File: config.mk
export PLATFORM = sky130hd
export DESIGN_NAME = ntt_twiddle_stream_gen
export DESIGN_NICKNAME = d
export VERILOG_FILES = /design/src/rtl/ntt_twiddle_stream_gen.sv
export SDC_FILE = /design/constraint.sdc
export NUM_CORES = 2
export LEC_CHECK = 0
export ABC_AREA = 1
export CELL_PAD_IN_SITES_DETAIL_PLACEMENT = 0
export CELL_PAD_IN_SITES_GLOBAL_PLACEMENT = 1
export CORE_MARGIN = 5
export CORE_UTILIZATION = 54
export CTS_BUF_LIST = sky130_fd_sc_hd__clkbuf_4 sky130_fd_sc_hd__clkbuf_8
export CTS_CLUSTER_DIAMETER = 120
export DETAILED_ROUTE_END_ITERATION = 6
export PLACE_DENSITY_LB_ADDON = 0.1
export SYNTH_ARGS = -nofsm -noshare
export SYNTH_HDL_FRONTEND = slang
export SYNTH_SLANG_ARGS = --single-unit
File: constraint.sdc
create_clock -name clk -period 7 [get_ports clk]
set_input_delay 1.4 -clock clk [delete_from_list [all_inputs] [get_ports clk]]
set_output_delay 1.4 -clock clk [all_outputs]
set_load 0.02 [all_outputs]
File: src/rtl/ntt_twiddle_stream_gen.sv
// NTT twiddle streamer: per stage emits w_s^0..w_s^(2^s-1); the first SEED powers come
// from ROM, later ones as x_j = x_(j-SEED) * w_s^SEED through the shared modular multiplier.
module ntt_twiddle_stream_gen #(
  parameter int LOG_N_MAX      = 13,
  parameter int W              = 54,
  parameter int SEED           = 16,
  parameter int MUL_LAT        = 14,
  parameter int ROM_LAT        = 1,
  parameter int ADDR_WIDTH_ROM = 9,
  parameter int FIFO_DEPTH     = 32
) (
  input  logic                      clk,
  input  logic                      rst_n,
  input  logic                      start,
  input  logic [3:0]                log_n,
  input  logic                      inverse,
  input  logic [ADDR_WIDTH_ROM-1:0] rom_base,
  output logic                      busy,
  output logic                      done,
  output logic                      err,
  output logic [ADDR_WIDTH_ROM-1:0] rom_addr,
  output logic                      rom_en,
  input  logic [W-1:0]              rom_data,
  output logic                      mult_valid,
  output logic [W-1:0]              mult_a,
  output logic [W-1:0]              mult_b,
  input  logic [W-1:0]              mult_result,
  output logic [W-1:0]              tw_ntt,
  output logic [3:0]                tw_stage,
  output logic                      tw_last_stage,
  output logic                      tw_last,
  output logic                      tw_valid,
  input  logic                      tw_ready
);
  localparam int L      = ROM_LAT + MUL_LAT;
  localparam int KW     = LOG_N_MAX;
  localparam int HW     = (SEED > 1) ? $clog2(SEED) : 1;
  localparam int PW     = (FIFO_DEPTH > 1) ? $clog2(FIFO_DEPTH) : 1;
  localparam int CW     = $clog2(FIFO_DEPTH + 1);
  localparam int IW     = $clog2(L + 1);
  localparam int STRIDE = SEED + 1;
  localparam int REGION = LOG_N_MAX * STRIDE;
  localparam int TW     = W + 6;

  typedef enum logic [2:0] {S_IDLE, S_LOAD_WC, S_SEED_PH, S_MUL_PH, S_NEXT, S_FINISH} state_t;

  state_t                    state_q, state_d;
  logic [3:0]                s_q, s_d, log_n_q, log_n_d;
  logic [KW-1:0]             k_q, k_d;
  logic                      inv_q, inv_d, bank_q, bank_d;
  logic [ADDR_WIDTH_ROM-1:0] base_q, base_d;
  logic                      busy_q, busy_d, done_q, done_d, err_q, err_d;

  logic [KW-1:0]             stage_len_m1, seed_end;
  logic                      big_stage, final_stage, can_issue;
  logic [ADDR_WIDTH_ROM-1:0] entry_base;
  logic                      issue, issue_mul, wc_load, tag_ls;

  // Issue-to-FIFO tag pipeline, L deep, shared by ROM and multiplier paths
  logic [L:1]        pv_q, pmul_q, pls_q, plast_q;
  logic [3:0]        pstage_q [1:L];
  logic [HW-1:0]     phidx_q  [1:L];
  logic [ROM_LAT:1]  wcv_q, wcb_q, mv_q, mb_q;
  logic [W-1:0]      hist_rd_q [1:ROM_LAT];
  logic [W-1:0]      rdly_q    [1:MUL_LAT];
  logic [W-1:0]      w_c_q     [2];
  logic [W-1:0]      hist_mem  [SEED];
  logic [TW-1:0]     fifo_mem  [FIFO_DEPTH];
  logic [PW-1:0]     wr_ptr_q, rd_ptr_q;
  logic [CW-1:0]     fifo_cnt_q;
  logic [IW-1:0]     inflight_q;
  logic              fifo_wr, fifo_rd;
  logic [W-1:0]      fifo_wdata;
  logic [TW-1:0]     fifo_head;

  always_comb begin
    stage_len_m1 = (KW'(1) << s_q) - KW'(1);
    big_stage    = stage_len_m1 >= KW'(SEED);
    seed_end     = big_stage ? KW'(SEED - 1) : stage_len_m1;
    final_stage  = inv_q ? (s_q == 4'd0) : (s_q == log_n_q - 4'd1);
    can_issue    = (32'(fifo_cnt_q) + 32'(inflight_q)) < FIFO_DEPTH;
    entry_base   = base_q + ADDR_WIDTH_ROM'(inv_q ? REGION : 0)
                 + ADDR_WIDTH_ROM'(32'(s_q) * STRIDE);
    tag_ls       = (k_q == stage_len_m1);
  end

  always_comb begin
    state_d   = state_q;
    s_d       = s_q;
    k_d       = k_q;
    log_n_d   = log_n_q;
    inv_d     = inv_q;
    base_d    = base_q;
    bank_d    = bank_q;
    busy_d    = busy_q;
    done_d    = 1'b0;
    err_d     = 1'b0;
    rom_en    = 1'b0;
    rom_addr  = '0;
    issue     = 1'b0;
    issue_mul = 1'b0;
    wc_load   = 1'b0;
    case (state_q)
      S_IDLE: if (start) begin
        if (log_n != 4'd0 && 32'(log_n) <= LOG_N_MAX) begin
          busy_d  = 1'b1;
          log_n_d = log_n;
          inv_d   = inverse;
          base_d  = rom_base;
          s_d     = inverse ? log_n - 4'd1 : 4'd0;
          state_d = S_LOAD_WC;
        end else begin
          err_d = 1'b1;
        end
      end
      S_LOAD_WC: begin
        // w_s^SEED goes to the idle bank so older multiplies keep their own constant
        if (big_stage) begin
          rom_en   = 1'b1;
          rom_addr = entry_base + ADDR_WIDTH_ROM'(SEED);
          wc_load  = 1'b1;
          bank_d   = ~bank_q;
        end
        k_d     = '0;
        state_d = S_SEED_PH;
      end
      S_SEED_PH: if (can_issue) begin
        rom_en   = 1'b1;
        rom_addr = entry_base + ADDR_WIDTH_ROM'(k_q);
        issue    = 1'b1;
        k_d      = k_q + KW'(1);
        if (k_q == seed_end) state_d = big_stage ? S_MUL_PH : S_NEXT;
      end
      S_MUL_PH: if (can_issue) begin
        issue     = 1'b1;
        issue_mul = 1'b1;
        k_d       = k_q + KW'(1);
        if (tag_ls) state_d = S_NEXT;
      end
      S_NEXT: begin
        if (final_stage) begin
          state_d = S_FINISH;
        end else begin
          s_d     = inv_q ? s_q - 4'd1 : s_q + 4'd1;
          state_d = S_LOAD_WC;
        end
      end
      S_FINISH: if (fifo_cnt_q == '0 && inflight_q == '0) begin
        done_d  = 1'b1;
        busy_d  = 1'b0;
        state_d = S_IDLE;
      end
      default: state_d = S_IDLE;
    endcase
  end

  always_ff @(posedge clk or negedge rst_n) begin
    if (!rst_n) begin
      state_q <= S_IDLE;
      s_q     <= '0;
      k_q     <= '0;
      log_n_q <= '0;
      inv_q   <= 1'b0;
      base_q  <= '0;
      bank_q  <= 1'b0;
      busy_q  <= 1'b0;
      done_q  <= 1'b0;
      err_q   <= 1'b0;
    end else begin
      state_q <= state_d;
      s_q     <= s_d;
      k_q     <= k_d;
      log_n_q <= log_n_d;
      inv_q   <= inv_d;
      base_q  <= base_d;
      bank_q  <= bank_d;
      busy_q  <= busy_d;
      done_q  <= done_d;
      err_q   <= err_d;
    end
  end

  assign fifo_wr    = pv_q[L];
  assign fifo_wdata = pmul_q[L] ? mult_result : rdly_q[MUL_LAT];
  assign tw_valid   = (fifo_cnt_q != '0);
  assign fifo_rd    = tw_valid & tw_ready;

  always_ff @(posedge clk or negedge rst_n) begin
    if (!rst_n) begin
      pv_q       <= '0;
      pmul_q     <= '0;
      pls_q      <= '0;
      plast_q    <= '0;
      wcv_q      <= '0;
      wcb_q      <= '0;
      mv_q       <= '0;
      mb_q       <= '0;
      wr_ptr_q   <= '0;
      rd_ptr_q   <= '0;
      fifo_cnt_q <= '0;
      inflight_q <= '0;
    end else begin
      pv_q[1]    <= issue;
      pmul_q[1]  <= issue_mul;
      pls_q[1]   <= tag_ls;
      plast_q[1] <= tag_ls & final_stage;
      for (int i = 2; i <= L; i++) begin
        pv_q[i]    <= pv_q[i-1];
        pmul_q[i]  <= pmul_q[i-1];
        pls_q[i]   <= pls_q[i-1];
        plast_q[i] <= plast_q[i-1];
      end
      wcv_q[1] <= wc_load;
      wcb_q[1] <= ~bank_q;
      mv_q[1]  <= issue_mul;
      mb_q[1]  <= bank_q;
      for (int i = 2; i <= ROM_LAT; i++) begin
        wcv_q[i] <= wcv_q[i-1];
        wcb_q[i] <= wcb_q[i-1];
        mv_q[i]  <= mv_q[i-1];
        mb_q[i]  <= mb_q[i-1];
      end
      if (fifo_wr) wr_ptr_q <= (wr_ptr_q == PW'(FIFO_DEPTH - 1)) ? '0 : wr_ptr_q + PW'(1);
      if (fifo_rd) rd_ptr_q <= (rd_ptr_q == PW'(FIFO_DEPTH - 1)) ? '0 : rd_ptr_q + PW'(1);
      fifo_cnt_q <= fifo_cnt_q + CW'(fifo_wr) - CW'(fifo_rd);
      inflight_q <= inflight_q + IW'(issue) - IW'(fifo_wr);
    end
  end

  // Data-only storage; the reset-cleared valid bits above decide what is ever used
  always_ff @(posedge clk) begin
    pstage_q[1] <= s_q;
    phidx_q[1]  <= k_q[HW-1:0];
    for (int i = 2; i <= L; i++) begin
      pstage_q[i] <= pstage_q[i-1];
      phidx_q[i]  <= phidx_q[i-1];
    end
    hist_rd_q[1] <= hist_mem[k_q[HW-1:0]];
    for (int i = 2; i <= ROM_LAT; i++) hist_rd_q[i] <= hist_rd_q[i-1];
    rdly_q[1] <= rom_data;
    for (int i = 2; i <= MUL_LAT; i++) rdly_q[i] <= rdly_q[i-1];
    if (wcv_q[ROM_LAT]) w_c_q[wcb_q[ROM_LAT]] <= rom_data;
    if (fifo_wr) begin
      fifo_mem[wr_ptr_q]       <= {plast_q[L], pls_q[L], pstage_q[L], fifo_wdata};
      hist_mem[phidx_q[L]]     <= fifo_wdata;
    end
  end

  assign fifo_head     = fifo_mem[rd_ptr_q];
  assign tw_ntt        = tw_valid ? fifo_head[W-1:0] : '0;
  assign tw_stage      = tw_valid ? fifo_head[W+3:W] : 4'd0;
  assign tw_last_stage = tw_valid & fifo_head[W+4];
  assign tw_last       = tw_valid & fifo_head[W+5];

  assign mult_valid = mv_q[ROM_LAT];
  assign mult_a     = mult_valid ? hist_rd_q[ROM_LAT] : '0;
  assign mult_b     = mult_valid ? w_c_q[mb_q[ROM_LAT]] : '0;

  assign busy = busy_q;
  assign done = done_q;
  assign err  = err_q;
endmodule

Yosys cells after proc, flatten, opt, wreduce, memory -nomap -nowiden
Memory sizes are Yosys's and may differ from the RTL's. Index checks and enable logic that the tools add are counted.

$add $sub $neg: 17. Multiply operators: 1. Order comparisons: 3. Equality and inequality tests: 19. Shifts and indexed selects: 1. Mux-type cells: 50. Bitwise gates (word level): 5. Reduce and logical (&&, ||, !) cells: 18.

Operators with widths (number): 2-to-1 mux 54 bit (4); 2-to-1 mux 3 bit (9); == test 13 bit (2); 2-to-1 mux 13 bit (2); one-hot mux 13 bit (2 select lines) (1); 2-to-1 mux 4 bit (6); adder 9 bit (2); 2-to-1 mux 1 bit (18); 2-to-1 mux 9 bit (2); one-hot mux 3 bit (6 select lines) (1); one-hot mux 9 bit (2 select lines) (1); inequality test 2 bit (second input constant) (8); adder 13 x 1 -> 13 bit (second input constant) (1); greater-or-equal comparator 13 x 5 -> 1 bit (second input constant) (1); left shift 1 x 4 -> 13 bit (first input constant) (1); subtractor 13 x 2 -> 13 bit (second input constant) (1); subtractor 4 x 1 -> 4 bit (second input constant) (3); adder 5 x 1 -> 5 bit (second input constant) (2); == test 5 bit (second input constant) (2); 2-to-1 mux 5 bit (2); adder 9 x 5 -> 9 bit (second input constant) (1); adder 9 x 8 -> 9 bit (1); multiplier 4 x 5 -> 9 bit (second input constant) (1); logical NOT 4 bit (2); other kinds (29) (40).

Bits in registers: 122. Bits in writable memories: 3822. Logic and storage cells: 143. Memories kept: 7.

Memory list: fifo_mem (words 32, bits a word 60, rd ports 1, clocked after Yosys merged registers in 0, write ports 1, RTL line 68) `logic [TW-1:0] fifo_mem [FIFO_DEPTH];`; hist_mem (words 16, bits a word 54, rd ports 1, clocked after Yosys merged registers in 0, write ports 1, RTL line 67) `logic [W-1:0] hist_mem [SEED];`; rdly_q (words 14, bits a word 54, rd ports 14, clocked after Yosys merged registers in 0, write ports 14, RTL line 65) `logic [W-1:0] rdly_q [1:MUL_LAT];`; w_c_q (words 2, bits a word 54, rd ports 1, clocked after Yosys merged registers in 0, write ports 1, RTL line 66) `logic [W-1:0] w_c_q [2];`; phidx_q (words 15, bits a word 4, rd ports 15, clocked after Yosys merged registers in 0, write ports 15, RTL line 62) `logic [HW-1:0] phidx_q [1:L];`; pstage_q (words 15, bits a word 4, rd ports 15, clocked after Yosys merged registers in 0, write ports 15, RTL line 61) `logic [3:0] pstage_q [1:L];`; 1 more memories.

Depth between registers and ports, before layout
Depth in word-level cells: 8. Mapped depth: 20. Mapped depth without buffers: 19.

Worst setup path after synthesis
No wires, ideal clock.

Kind: reg2reg. Start point: register pv_q[15] (netlist bit). End point: memory hist_mem[2][0], enable pin. Setup time: 0.533 ns. Arrival: 4.462 ns. Setup slack: 2.005 ns. Cell stages (with the launch flop): 4. Path buffers: 1. Period minus slack after synthesis: 4.995 ns. Path through: dfrtp_1 -> clkbuf_1 -> nand3_1 -> nor3_1.

Word-level cells in the longest chain between the ends: 2.

RTL lines: start, declared (RTL line 60) `logic [L:1] pv_q, pmul_q, pls_q, plast_q;`; start signal, assigned by index (RTL line 208) `pv_q[i] <= pv_q[i-1];`; 2-to-1 mux 1 bit (RTL line 243) `if (fifo_wr) begin`; 2-to-1 mux 1 bit (not written as such) (RTL line 245) `hist_mem[phidx_q[L]] <= fifo_wdata;`; end, declared (RTL line 67).

Every way passes these cells.

Worst setup path in the final report
Start point: register rd_ptr_q[1]. End point: output tw_stage[1].

Word-level cells in the longest chain between the ends: 2.

RTL lines: start, declared (RTL line 69) `logic [PW-1:0] wr_ptr_q, rd_ptr_q;`; start signal, assigned (RTL line 224) `if (fifo_rd) rd_ptr_q <= (rd_ptr_q == PW'(FIFO_DEPTH - 1)) ? '0 : rd_ptr_q + PW'(1);`; memory read (32 x 60 bit); 2-to-1 mux 4 bit (RTL line 251) `assign tw_stage = tw_valid ? fifo_head[W+3:W] : 4'd0;`; end, declared (RTL line 29) `output logic [3:0] tw_stage,`.

Every way passes these cells.

==> impl.org <==
** Timing
- Worst slew pin tran :: 1.340 ns
- Timing would allow up to 0.1513 GHz.
- Max-slew headroom :: 10.43%
- Aggregate negative setup slack :: 0 ns
- The total count of max-transition violations in the final report is 0.
- Largest clock skew in the final design :: 0.09323 ns
- Minimum setup slack in the final design :: 0.3926 ns
- Setup repair after global routing missed its margin :: false
- The number of hold violations in the final report came to 0.
- Final worst path period share :: 94.39%
- The routed design could run at a clock period as short as 6.607 ns.
- Setup violations remaining at the end of the flow were counted as 0.

** Detailed routing
- Count of antenna-violating nets left after detailed routing :: 0
- The routed layout has 84200 vias.
- After detailed routing, the number of remaining DRC violations is 0.
- The first detailed-routing pass ran for 6 iterations.
- Post-detailed-route via-to-cell ratio :: 5.888
- After detailed routing, the total wire length is 371.1 mm.
- Initial DRC Count :: 8693
- Dividing the detail-routed wire length by the instance count gives 25.95 um.

** Final layout
- The library cells used most frequently in the layout, excluding fill and tap cells, are sky130_fd_sc_hd__edfxtp_1 (2892), sky130_fd_sc_hd__nor2_1 (1659), sky130_fd_sc_hd__o21ai_0 (1506), sky130_fd_sc_hd__dfxtp_1 (930), sky130_fd_sc_hd__clkbuf_8 (703).
- After routing the design area is 0.1576 sq mm.
- Post-layout net count :: 10630
- Compared with the post-synthesis result, the final layout area differs by 14.35%.
- The sequential cells in the finished layout cover a total of 0.1085 sq mm.
- Filler Cells Inserted :: 19110
- Leaving out fill and tap cells, the most frequent cell in the layout is sky130_fd_sc_hd__edfxtp_1.
- Multi-input gate area in the final layout :: 0.02641 sq mm
- Share of post-route cells with drive strength above 1 :: 12.51%

** Global routing
- Congestion Overflow GR :: 0
- The first global-routing pass estimated 540.2 mm of wire.
- Largest net degree at the start of global routing :: 186
- Total global routing track utilization :: 27.47%
- Antenna violations before repair :: 24
- Vias in the first global route :: 82440

** Placement
- At the end of routability-driven placement, the weighted congestion stood at 0.8195.
- Worst slack at placement :: 1.200 ns
- The HPWL after detailed placement is 187.7 mm.
- Count of input and output buffers :: 308
- Post-place instance area :: 0.1447 sq mm

** Setup path
- Critical Path, Cell by Cell :: inv_8 > buf_4 > o21ai_0 > o22ai_1 > nand2_1 > nand3_1 > o21ai_1 > nor2_1 > clkdlybuf4s50_1
- RR Startpoint :: fifo_cnt_q[4]$_DFF_PN0_
- Start-to-end type of the worst setup path :: reg2out
- Data arrives at the worst endpoint at 5.21 ns.
- The worst setup path is launched from a flop.
- The worst register-to-register path ends at fifo_cnt_q[4]$_DFF_PN0_.
- Depth of the most critical reg-to-reg path :: 15
- The worst register-to-register path has a setup slack of 3.11 ns.
- Along the worst path, the maximum fanout reaches 145.
- CP Capture Type :: primary output
- Slowest cell on crit path :: sky130_fd_sc_hd__dfrtp_4
- STA puts the critical path data required time at 5.60 ns.
- In this design, the stage delay of the slowest critical-path cell is 0.71 ns.

** Worst hold path
- Number of instances on the worst hold path :: 0
- The worst hold path terminates at phidx_q[0][24]$_DFF_P_.
- Hold Crit Class :: reg2reg
- The worst hold path begins at phidx_q[0][20]$_DFF_P_.

** Floorplanning
- Initial Util :: 54.26%
- Overall die height :: 515.1 um
- Std-Cell Rows :: 185
- CORE AREA :: 0.2539 sq mm
- The floorplan step defined a die boundary enclosing 0.2653 sq mm.
- Pin placement for this block handled 309 I/O pins.
- Die width :: 515.1 um

** Synthesis
- A synthesized cell averages 13.86 sq um.
- Mux share of post-synthesis cell area :: 0.5067%
- Xor/xnor share of the synthesized area :: 0.2161%
- In the synthesized netlist, the number of instances is 9937.
- Netlist area before placement :: 0.1378 sq mm
- Number of nets in the synthesized netlist :: 10130
- #FFs+latches synth :: 3943
- Share of synthesized area occupied by flip-flops and latches :: 78.74%
- Share of the synthesized area in compound gates (AO/OA/AOI/OAI) :: 9.993%
- Simple-gate share of the synthesized area :: 7.480%
- Total of warnings raised by yosys :: 0
- After synthesis, the largest family of logic cells by area is compound AO/OA/AOI/OAI gates.
- Counting distinct cell types in the post-synthesis netlist gives 44.
- Adder-Cell Fraction of Synth Area :: 0.6993%

** Clocking
- Clock-pin slew was measured on the worst setup and hold paths at 0.06 ns.
- Number of clock sinks :: 3943
- Post-CTS Setup Repair Bufs :: 0
- H-tree Lvls :: 6
- # hold bufs at CTS :: 0
- Cts bufs inserted :: 632
- Clock tree from TritonCTS :: done
- Clock latency on the worst-skew pair :: 1.13 ns
- The cell sitting at the root of the clock tree is a sky130_fd_sc_hd__clkbuf_8.
- The clock passes through at most 4 buffers.

** Flow run
- Maxcap violations :: 0

** Power and ir drop
- Standby leakage power :: 54.30 nW
- Pwr per Cell Area :: 426.7 mW/mm^2
- The worst-case IR drop observed on VDD is 282.8 uV.

** Outcome
- The flow ran to the end, and the final reports show no timing, DRC or antenna violations.
[state kept, by name (all words and copies together), names as in the netlist, 3 cells and up]
register	flops
state_q	3
pstage_q	60
log_n_q	4
pv_q	15
inflight_q	4
phidx_q	60
fifo_mem	1920
w_c_q	108
wr_ptr_q	5
plast_q	15
rdly_q	756
k_q	13
pmul_q	15
hist_mem	864
hist_rd_q	54
base_q	9
rd_ptr_q	5
fifo_cnt_q	6
pls_q	15
s_q	4
[repair_timing]
action | 4_1_cts | 5_1_grt
resized for setup | 1 | 4
cloned | 0 | 0
endpoints found under the setup margin | 1 | 4
endpoints found under the hold margin | 0 | 0
[worst max-delay path, delay by kind of cell, from the launching register on]
kind / cells / cell delay, ns
and+or+nand+nor: 3 / 0.58
DFF: 1 / 0.71
buffers and inverters: 3 / 1.93
AOI/OAI and AO/OA: 3 / 0.43
[power breakdown]
| part | switching [mW] | internal [mW] | total [mW] |
|---|---|---|---|
| clock network | 8.76 | 10.9 | 19.6 |
| logic | 13.2 | 5.39 | 18.6 |
| registers | 0.943 | 28.1 | 29.0 |
[worst max path at each step]
stage / start / end / slack [ns] / depth (start not counted)
global route: inv_q$_DFFE_PN0P_ / rom_addr[5] / 0.12 / 13
CTS: s_q[0]$_DFFE_PN0P_ / rom_addr[7] / 0.01 / 20
global placement: inv_q$_DFFE_PN0P_ / rom_addr[7] / 1.14 / 19
finish: rd_ptr_q[1]$_DFFE_PN0P_ / tw_stage[1] / 0.39 / 9
detailed placement: s_q[0]$_DFFE_PN0P_ / rom_addr[7] / 1.20 / 20
floorplan: pv_q[15]$_DFF_PN0_ / hist_mem[2][0]$_DFFE_PP_ / 2.00 / 3
[metrics by stage]
step                      hold slack [ns]  instances  power [mW]  utilization, %
after global placement             0.3095      13160       47.73           57.00
after CTS                          0.2327      14290       67.63           62.03
final                              0.2894      14300       67.23           62.05
after detailed placement           0.3121      13160       48.04           57.00
after global routing               0.2910      14290       70.40           62.04
after floorplan                    0.3096       9937       40.15               -
[metal layers]
layer  track usage (%)  up-vias  wire, um
met5                 0        -        69
met3             4.478      750     28770
met1             36.75    42280    148100
li1                  -    37500         -
met2             45.63     3659    180500
met4             10.45       12     13670
[logic make-up (layout without fill, tap and decap cells)]
| logic type | Yosys count | after routing |
|---|---|---|
| AOI/OAI and AO/OA | 2413 | 2413 |
| adders and majority gates | 71 | 71 |
| other | 0 | 11 |
| DFF | 3943 | 3943 |
| and+or+nand+nor | 2613 | 2613 |
| xor gates and xnor gates | 34 | 34 |
| muxes | 62 | 62 |
| buffers and inverters | 801 | 1786 |
[synth_stat cells, drive strengths merged]
library cell | n | area (sq um)
edfxtp | 2892 | 86840
nor2 | 1711 | 6440
o21ai | 1572 | 7871
dfxtp | 930 | 18620
nand2 | 561 | 2111
clkbuf | 443 | 1663
o22ai | 441 | 2759
nand3 | 291 | 1456
o221ai | 242 | 2120
inv | 186 | 700.7
buf | 170 | 882.1
dfrtp | 121 | 3028
mux2 | 62 | 698.2
ha | 61 | 763.2
o211ai | 57 | 427.9
a31oi | 54 | 337.8
a21oi | 42 | 214.0
xor2 | 21 | 183.9
nand4 | 20 | 125.1
nor3 | 17 | 90.09
xnor2 | 13 | 113.9
fa | 10 | 200.2
and3 | 8 | 50.05
a22oi | 2 | 15.01
clkinv | 2 | 7.510
or2 | 2 | 12.51
a211oi | 1 | 7.510
a22o | 1 | 8.760
nand3b | 1 | 7.510
nor3b | 1 | 7.510
nor4 | 1 | 6.260
o21bai | 1 | 7.510
[layout make-up]
class                           instances  area share [%]
Sequential cell                      3943           68.88
Tap cell                             3366           2.673
Inverter                              188          0.4789
Timing Repair Buffer                  470           3.082
Multi-Input combinational cell       5193           16.76
Clock inverter                        174          0.7672
Antenna cell                           11         0.01747
Clock buffer                          954           7.337
(Power assumes the default switching activity.)
